[config.mk]
export PLATFORM = sky130hd
export DESIGN_NAME = add_sub_bist
export DESIGN_NICKNAME = d
export VERILOG_FILES = /design/src/rtl/add_sub_bist.sv
export SDC_FILE = /design/constraint.sdc
export NUM_CORES = 1
export LEC_CHECK = 0
export BUFFER_PORTS_ARGS = -buffer_cell sky130_fd_sc_hd__clkbuf_2
export CAP_MARGIN = 25
export CORE_MARGIN = 2
export CORE_UTILIZATION = 34
export DETAILED_ROUTE_END_ITERATION = 10
export PLACE_DENSITY_LB_ADDON = 0.12
export SLEW_MARGIN = 15
export SYNTH_ARGS = -nofsm -noshare
export SYNTH_HDL_FRONTEND = slang
export SYNTH_SLANG_ARGS = --single-unit
[constraint.sdc]
create_clock -name clk -period 6.15 [get_ports clk]
set_input_delay 0.615 -clock clk [delete_from_list [all_inputs] [get_ports clk]]
set_output_delay 0.615 -clock clk [all_outputs]
set_load 0.01 [all_outputs]
[src/rtl/add_sub_bist.sv]
// add_sub_bist: exhaustive self-test driver/checker for a WIDTH-bit
// adder/subtractor. Walks every {m, b, a} combination (all adds first, then all
// subtracts), drives the operands, waits SETTLE_CYCLES, samples s_i/v_i once
// per vector and compares against an internal golden model.
//
// Optional build macro: ADDSUB_BIST_FIRST_FAIL_EN
//   defined   - fail_vec/fail_valid capture the first failing {m, b, a} of a run
//   undefined - fail_vec/fail_valid are tied to 0
//
// Ports:
//   clk        in   rising-edge clock
//   rst        in   asynchronous active-high reset
//   start      in   begins a full run when sampled high in IDLE or DONE
//   a_o, b_o   out  operands to the adder/subtractor
//   m_o        out  mode: 0 = add, 1 = subtract
//   s_i, v_i   in   sum/difference and signed-overflow flag from the DUT
//   busy       out  run in progress
//   done       out  run finished (held until next start)
//   pass       out  valid with done: no mismatches seen
//   err_count  out  saturating mismatch count
//   fail_vec   out  first failing vector {m, b, a}
//   fail_valid out  fail_vec holds a capture
`timescale 1ns/1ps

module add_sub_bist #(
    parameter int WIDTH         = 4,
    parameter int SETTLE_CYCLES = 2
) (
    input  logic                 clk,
    input  logic                 rst,
    input  logic                 start,
    output logic [WIDTH-1:0]     a_o,
    output logic [WIDTH-1:0]     b_o,
    output logic                 m_o,
    input  logic [WIDTH-1:0]     s_i,
    input  logic                 v_i,
    output logic                 busy,
    output logic                 done,
    output logic                 pass,
    output logic [2*WIDTH+1:0]   err_count,
    output logic [2*WIDTH:0]     fail_vec,
    output logic                 fail_valid
);

    localparam int VW    = 2*WIDTH + 1;
    localparam int EW    = 2*WIDTH + 2;
    localparam int CNT_W = (SETTLE_CYCLES < 1) ? 1 : $clog2(SETTLE_CYCLES + 1);
    localparam logic [CNT_W-1:0] SETTLE_INIT = CNT_W'(SETTLE_CYCLES);

    typedef enum logic [2:0] {
        S_IDLE,
        S_APPLY,
        S_WAIT,
        S_CHECK,
        S_DONE
    } state_t;

    // Golden model: returns {v, s}. Overflow is the carry into the MSB XOR the
    // carry out of the MSB.
    function automatic logic [WIDTH:0] golden(input logic [WIDTH-1:0] a,
                                              input logic [WIDTH-1:0] b,
                                              input logic             m);
        logic [WIDTH-1:0] bx;
        logic [WIDTH:0]   full;
        logic [WIDTH-1:0] low;
        bx   = b ^ {WIDTH{m}};
        full = {1'b0, a} + {1'b0, bx} + {{WIDTH{1'b0}}, m};
        low  = {1'b0, a[WIDTH-2:0]} + {1'b0, bx[WIDTH-2:0]} + {{(WIDTH-1){1'b0}}, m};
        return {low[WIDTH-1] ^ full[WIDTH], full[WIDTH-1:0]};
    endfunction

    state_t           state_q, state_d;
    logic [VW-1:0]    vec_q, vec_d;
    logic [WIDTH-1:0] a_q, a_d;
    logic [WIDTH-1:0] b_q, b_d;
    logic             m_q, m_d;
    logic [CNT_W-1:0] cnt_q, cnt_d;
    logic             busy_q, busy_d;
    logic             done_q, done_d;
    logic             pass_q, pass_d;
    logic [EW-1:0]    err_q, err_d;
    logic [WIDTH:0]   gold;
    logic             mismatch;

    assign gold = golden(a_q, b_q, m_q);

`ifdef ADDSUB_BIST_FIRST_FAIL_EN
    logic [VW-1:0] fail_vec_q, fail_vec_d;
    logic          fail_valid_q, fail_valid_d;
`endif

    always_comb begin
        state_d  = state_q;
        vec_d    = vec_q;
        a_d      = a_q;
        b_d      = b_q;
        m_d      = m_q;
        cnt_d    = cnt_q;
        busy_d   = busy_q;
        done_d   = done_q;
        pass_d   = pass_q;
        err_d    = err_q;
        mismatch = 1'b0;
`ifdef ADDSUB_BIST_FIRST_FAIL_EN
        fail_vec_d   = fail_vec_q;
        fail_valid_d = fail_valid_q;
`endif
        case (state_q)
            S_IDLE, S_DONE: begin
                // A start in DONE is a full restart; operands keep their values
                // until the first APPLY.
                if (start) begin
                    err_d   = '0;
                    vec_d   = '0;
                    busy_d  = 1'b1;
                    done_d  = 1'b0;
                    pass_d  = 1'b0;
                    state_d = S_APPLY;
`ifdef ADDSUB_BIST_FIRST_FAIL_EN
                    fail_vec_d   = '0;
                    fail_valid_d = 1'b0;
`endif
                end
            end
            S_APPLY: begin
                a_d     = vec_q[WIDTH-1:0];
                b_d     = vec_q[2*WIDTH-1:WIDTH];
                m_d     = vec_q[2*WIDTH];
                cnt_d   = SETTLE_INIT;
                state_d = (SETTLE_CYCLES == 0) ? S_CHECK : S_WAIT;
            end
            S_WAIT: begin
                cnt_d = cnt_q - 1'b1;
                if (cnt_q == 1) begin
                    state_d = S_CHECK;
                end
            end
            S_CHECK: begin
                mismatch = ({v_i, s_i} != gold);
                if (mismatch && (err_q != '1)) begin
                    err_d = err_q + 1'b1;
                end
`ifdef ADDSUB_BIST_FIRST_FAIL_EN
                if (mismatch && !fail_valid_q) begin
                    fail_vec_d   = {m_q, b_q, a_q};
                    fail_valid_d = 1'b1;
                end
`endif
                if (vec_q == '1) begin
                    busy_d  = 1'b0;
                    done_d  = 1'b1;
                    pass_d  = (err_d == '0);
                    state_d = S_DONE;
                end else begin
                    vec_d   = vec_q + 1'b1;
                    state_d = S_APPLY;
                end
            end
            default: state_d = S_IDLE;
        endcase
    end

    always_ff @(posedge clk or posedge rst) begin
        if (rst) begin
            state_q <= S_IDLE;
            vec_q   <= '0;
            a_q     <= '0;
            b_q     <= '0;
            m_q     <= 1'b0;
            cnt_q   <= '0;
            busy_q  <= 1'b0;
            done_q  <= 1'b0;
            pass_q  <= 1'b0;
            err_q   <= '0;
`ifdef ADDSUB_BIST_FIRST_FAIL_EN
            fail_vec_q   <= '0;
            fail_valid_q <= 1'b0;
`endif
        end else begin
            state_q <= state_d;
            vec_q   <= vec_d;
            a_q     <= a_d;
            b_q     <= b_d;
            m_q     <= m_d;
            cnt_q   <= cnt_d;
            busy_q  <= busy_d;
            done_q  <= done_d;
            pass_q  <= pass_d;
            err_q   <= err_d;
`ifdef ADDSUB_BIST_FIRST_FAIL_EN
            fail_vec_q   <= fail_vec_d;
            fail_valid_q <= fail_valid_d;
`endif
        end
    end

    assign a_o       = a_q;
    assign b_o       = b_q;
    assign m_o       = m_q;
    assign busy      = busy_q;
    assign done      = done_q;
    assign pass      = pass_q;
    assign err_count = err_q;

`ifdef ADDSUB_BIST_FIRST_FAIL_EN
    assign fail_vec   = fail_vec_q;
    assign fail_valid = fail_valid_q;
`else
    assign fail_vec   = '0;
    assign fail_valid = 1'b0;
`endif

endmodule
==> reports/results.tsv <==
metric	value	unit
start_kind	flop	
power_density	318	mW/mm2
status	finished, final reports clean	
min-delay-path-class	in -> async	
ys_top_cells_by_area	dfrtp_1, mux2_2, o21ai_0	
crit_buf_inv	1	
cp_max_fo	17	
setup_viol	0	
p_clk_frac	0.270	
timing.final.crit_share	0.514	
ys_ff_latch	36	
switchingPower	304	uW
area_delta_synth_final	12.5	%
slowest_delay	0.52	ns
critPathKind	reg -> reg	
clock_latency	0.29	ns
antenna_found_initial	0	
die_h	84.7	um
dr.pass1.iters	4	
ctsResizeCount	0	
worstSetupEndpointType	flop	
cpMaxStageDelayCell	or4_4	
internal_power	490	uW
cts_tree	done	
required	6.36	ns
yosys.cell_types.count	48	
critical_path.top_delay_family	simple AND/OR/NAND/NOR gates	
rsz0062_at_grt	no	
cts_buffers	5	
clkTransAtPathRegs	0.08	ns
htreeDepth	2	
drc	0	
routed_wl	5.11	mm
worst_ep_arrival_time	3.37	ns
synth_edf_count	0	
detail-route-antenna-nets	0	
p_leak	1.14	nW
post_cts_buffers	0	
grt_max_degree	37	
grt_use_total	0.147	
synthFlopType	dfrtp_1	
num_antenna_cells	0	
relSlewSlack	0.565	
period_minus_slack	3.16	ns
drv_cap	0	
finClkSkew	0.00612	ns
synthesis.area	0.00222	mm2
worst-slew-pin-transition	0.650	ns
port_buffers	29	
ys_warn_count	0	
drive_above_1_share	0.217	
max_freq	316	MHz
p_comb_frac	0.312	
rows	29	
grt_pass1_vias	1604	
pwr-share-seq	0.418	
final-hold-violation-count	0	
synth_area_leader_cell	dfrtp_1	
dp_cells	332	
gp_congestion	0.794	
clock-root-buffer	clkbuf_8	
crit_chain	xor2_1 -> inv_1 -> fa_1 -> nand3b_1 -> and3b_4 -> or4_4 -> a21o_4 -> nand3_1 -> mux2_2 -> o31ai_2	
num_vias	1795	
grt-ovfl-total	0	
yosysSeqAreaShare	0.407	
design.core.area	0.00631	mm2
final_cell_mix	dfrtp_1, clkbuf_2, o21ai_0	
ioPinCount	40	
die_area	0.00718	mm2
final_nets	278	
drt_first_iter_violations	106	
hold_buffers	0	
dpl.hpwl	3.60	mm
instances_no_fill	340	
report.final.slew_viol_count	0	
grt_pass1_wl	8.35	mm
start_util	0.351	
postSynth.asyncResetShare	1.00	
final_common_cell	dfrtp_1	
wl_per_cell	15.0	um
swShare	0.383	
synth_top_area_frac	0.407	
die-width	84.7	um
syn_area_per_cell	9.39	um2
synthesis.instances	236	
clockBufferDepth	2	
clock_sinks	36	
tns	0	ns
viasPerCell	5.28	
ir_drop	0.000136	V
-- sequential cells by signal (all words and copies together), names as in the netlist --
register and flops:
err_count 10, busy 1, vec_q 9, m_o 1, a_o 4, pass 1, b_o 4, state_q 3
done 1, cnt_q 2
-- Yosys cell counts, drive strengths merged (2+ instances only) --
library cell,n
o21a,2
buf,13
and3,5
nand2b,3
nor2,14
mux2,9
xnor2,5
nand2,13
and4,4
nand4,5
clkbuf,7
and2,2
xor2,9
ha,7
nand3,14
inv,15
a21oi,13
dfrtp,36
nor3,4
a31oi,5
o31ai,7
or3,4
o22ai,3
o21ai,19
-- cell families after synthesis --
logic type               count (synthesis)  share of synthesized area
AO/OA/AOI/OAI                           60                      0.184
XOR/XNOR                                14                     0.0553
adder cells (fa/ha/maj)                  8                     0.0486
flip-flops                              36                      0.407
AND/OR/NAND/NOR                         72                      0.176
other                                    1                    0.00169
multiplexers                            10                     0.0503
buffers and inverters                   35                     0.0779
-- per-stage QoR --
stage / cell area (um2) / hold WS (ns) / setup slack, ns / power, mW / util
after CTS: 2490 / 0.427 / 2.99 / 0.800 / 0.395
final: 2490 / 0.407 / 2.99 / 0.794 / 0.395
after floorplan: 2250 / 0.464 / 3.16 / 0.519 / -
after global routing: 2490 / 0.460 / 2.81 / 0.853 / 0.395
after global placement: 2380 / 0.481 / 3.06 / 0.585 / 0.377
after detailed placement: 2380 / 0.487 / 2.99 / 0.584 / 0.377
-- path summary, 6_finish.rpt --
check	start	end	slack (ns)	cells past startpoint
setup / recovery	m_o	pass	2.99	10
hold / removal	rst	state_q[2]	0.41	3
setup reg to reg	m_o	pass	2.99	10
hold reg to reg	busy	busy	0.50	1
max in group asynchronous	rst	err_count[6]	5.41	3
min in group clk	busy	busy	0.50	1
-- per-layer routing --
layer	vias to the layer above	GRT usage	routed length (um)
met5	-	0	0
met4	0	0.0433	62
met3	5	0.0354	203
met2	37	0.193	2110
met1	869	0.234	2730
li1	884	-	-
-- final cells by class --
cell class / count / area [um2]
Timing Repair Buffer: 30 / 153
Tap cell: 77 / 96.3
Inverter: 15 / 56.3
Multi-Input combinational cell: 174 / 1180
Clock inverter: 3 / 42.5
Sequential cell: 36 / 901
Clock buffer: 5 / 68.8
Fill cell: 663 / 3820
-- power by group through the flow --
stage / combinational [mW] / sequential, mW / clock [mW]
after floorplan: 0.204 / 0.314 / 0
after global placement: 0.249 / 0.336 / 0
after detailed placement: 0.248 / 0.336 / 0
after CTS: 0.249 / 0.331 / 0.220
after global routing: 0.280 / 0.341 / 0.232
final: 0.247 / 0.332 / 0.214
-- worst reg2reg max path, delay by kind of cell (launching register included) --
family	cells	cell delay, ns
AOI/OAI and AO/OA	2	0.52
adders and majority gates	1	0.42
xor gates and xnor gates	1	0.22
DFF	1	0.47
buffers and inverters	1	0.08
and+or+nand+nor	4	1.01
muxes	1	0.36
No activity file was read; power rests on OpenSTA's default activity.
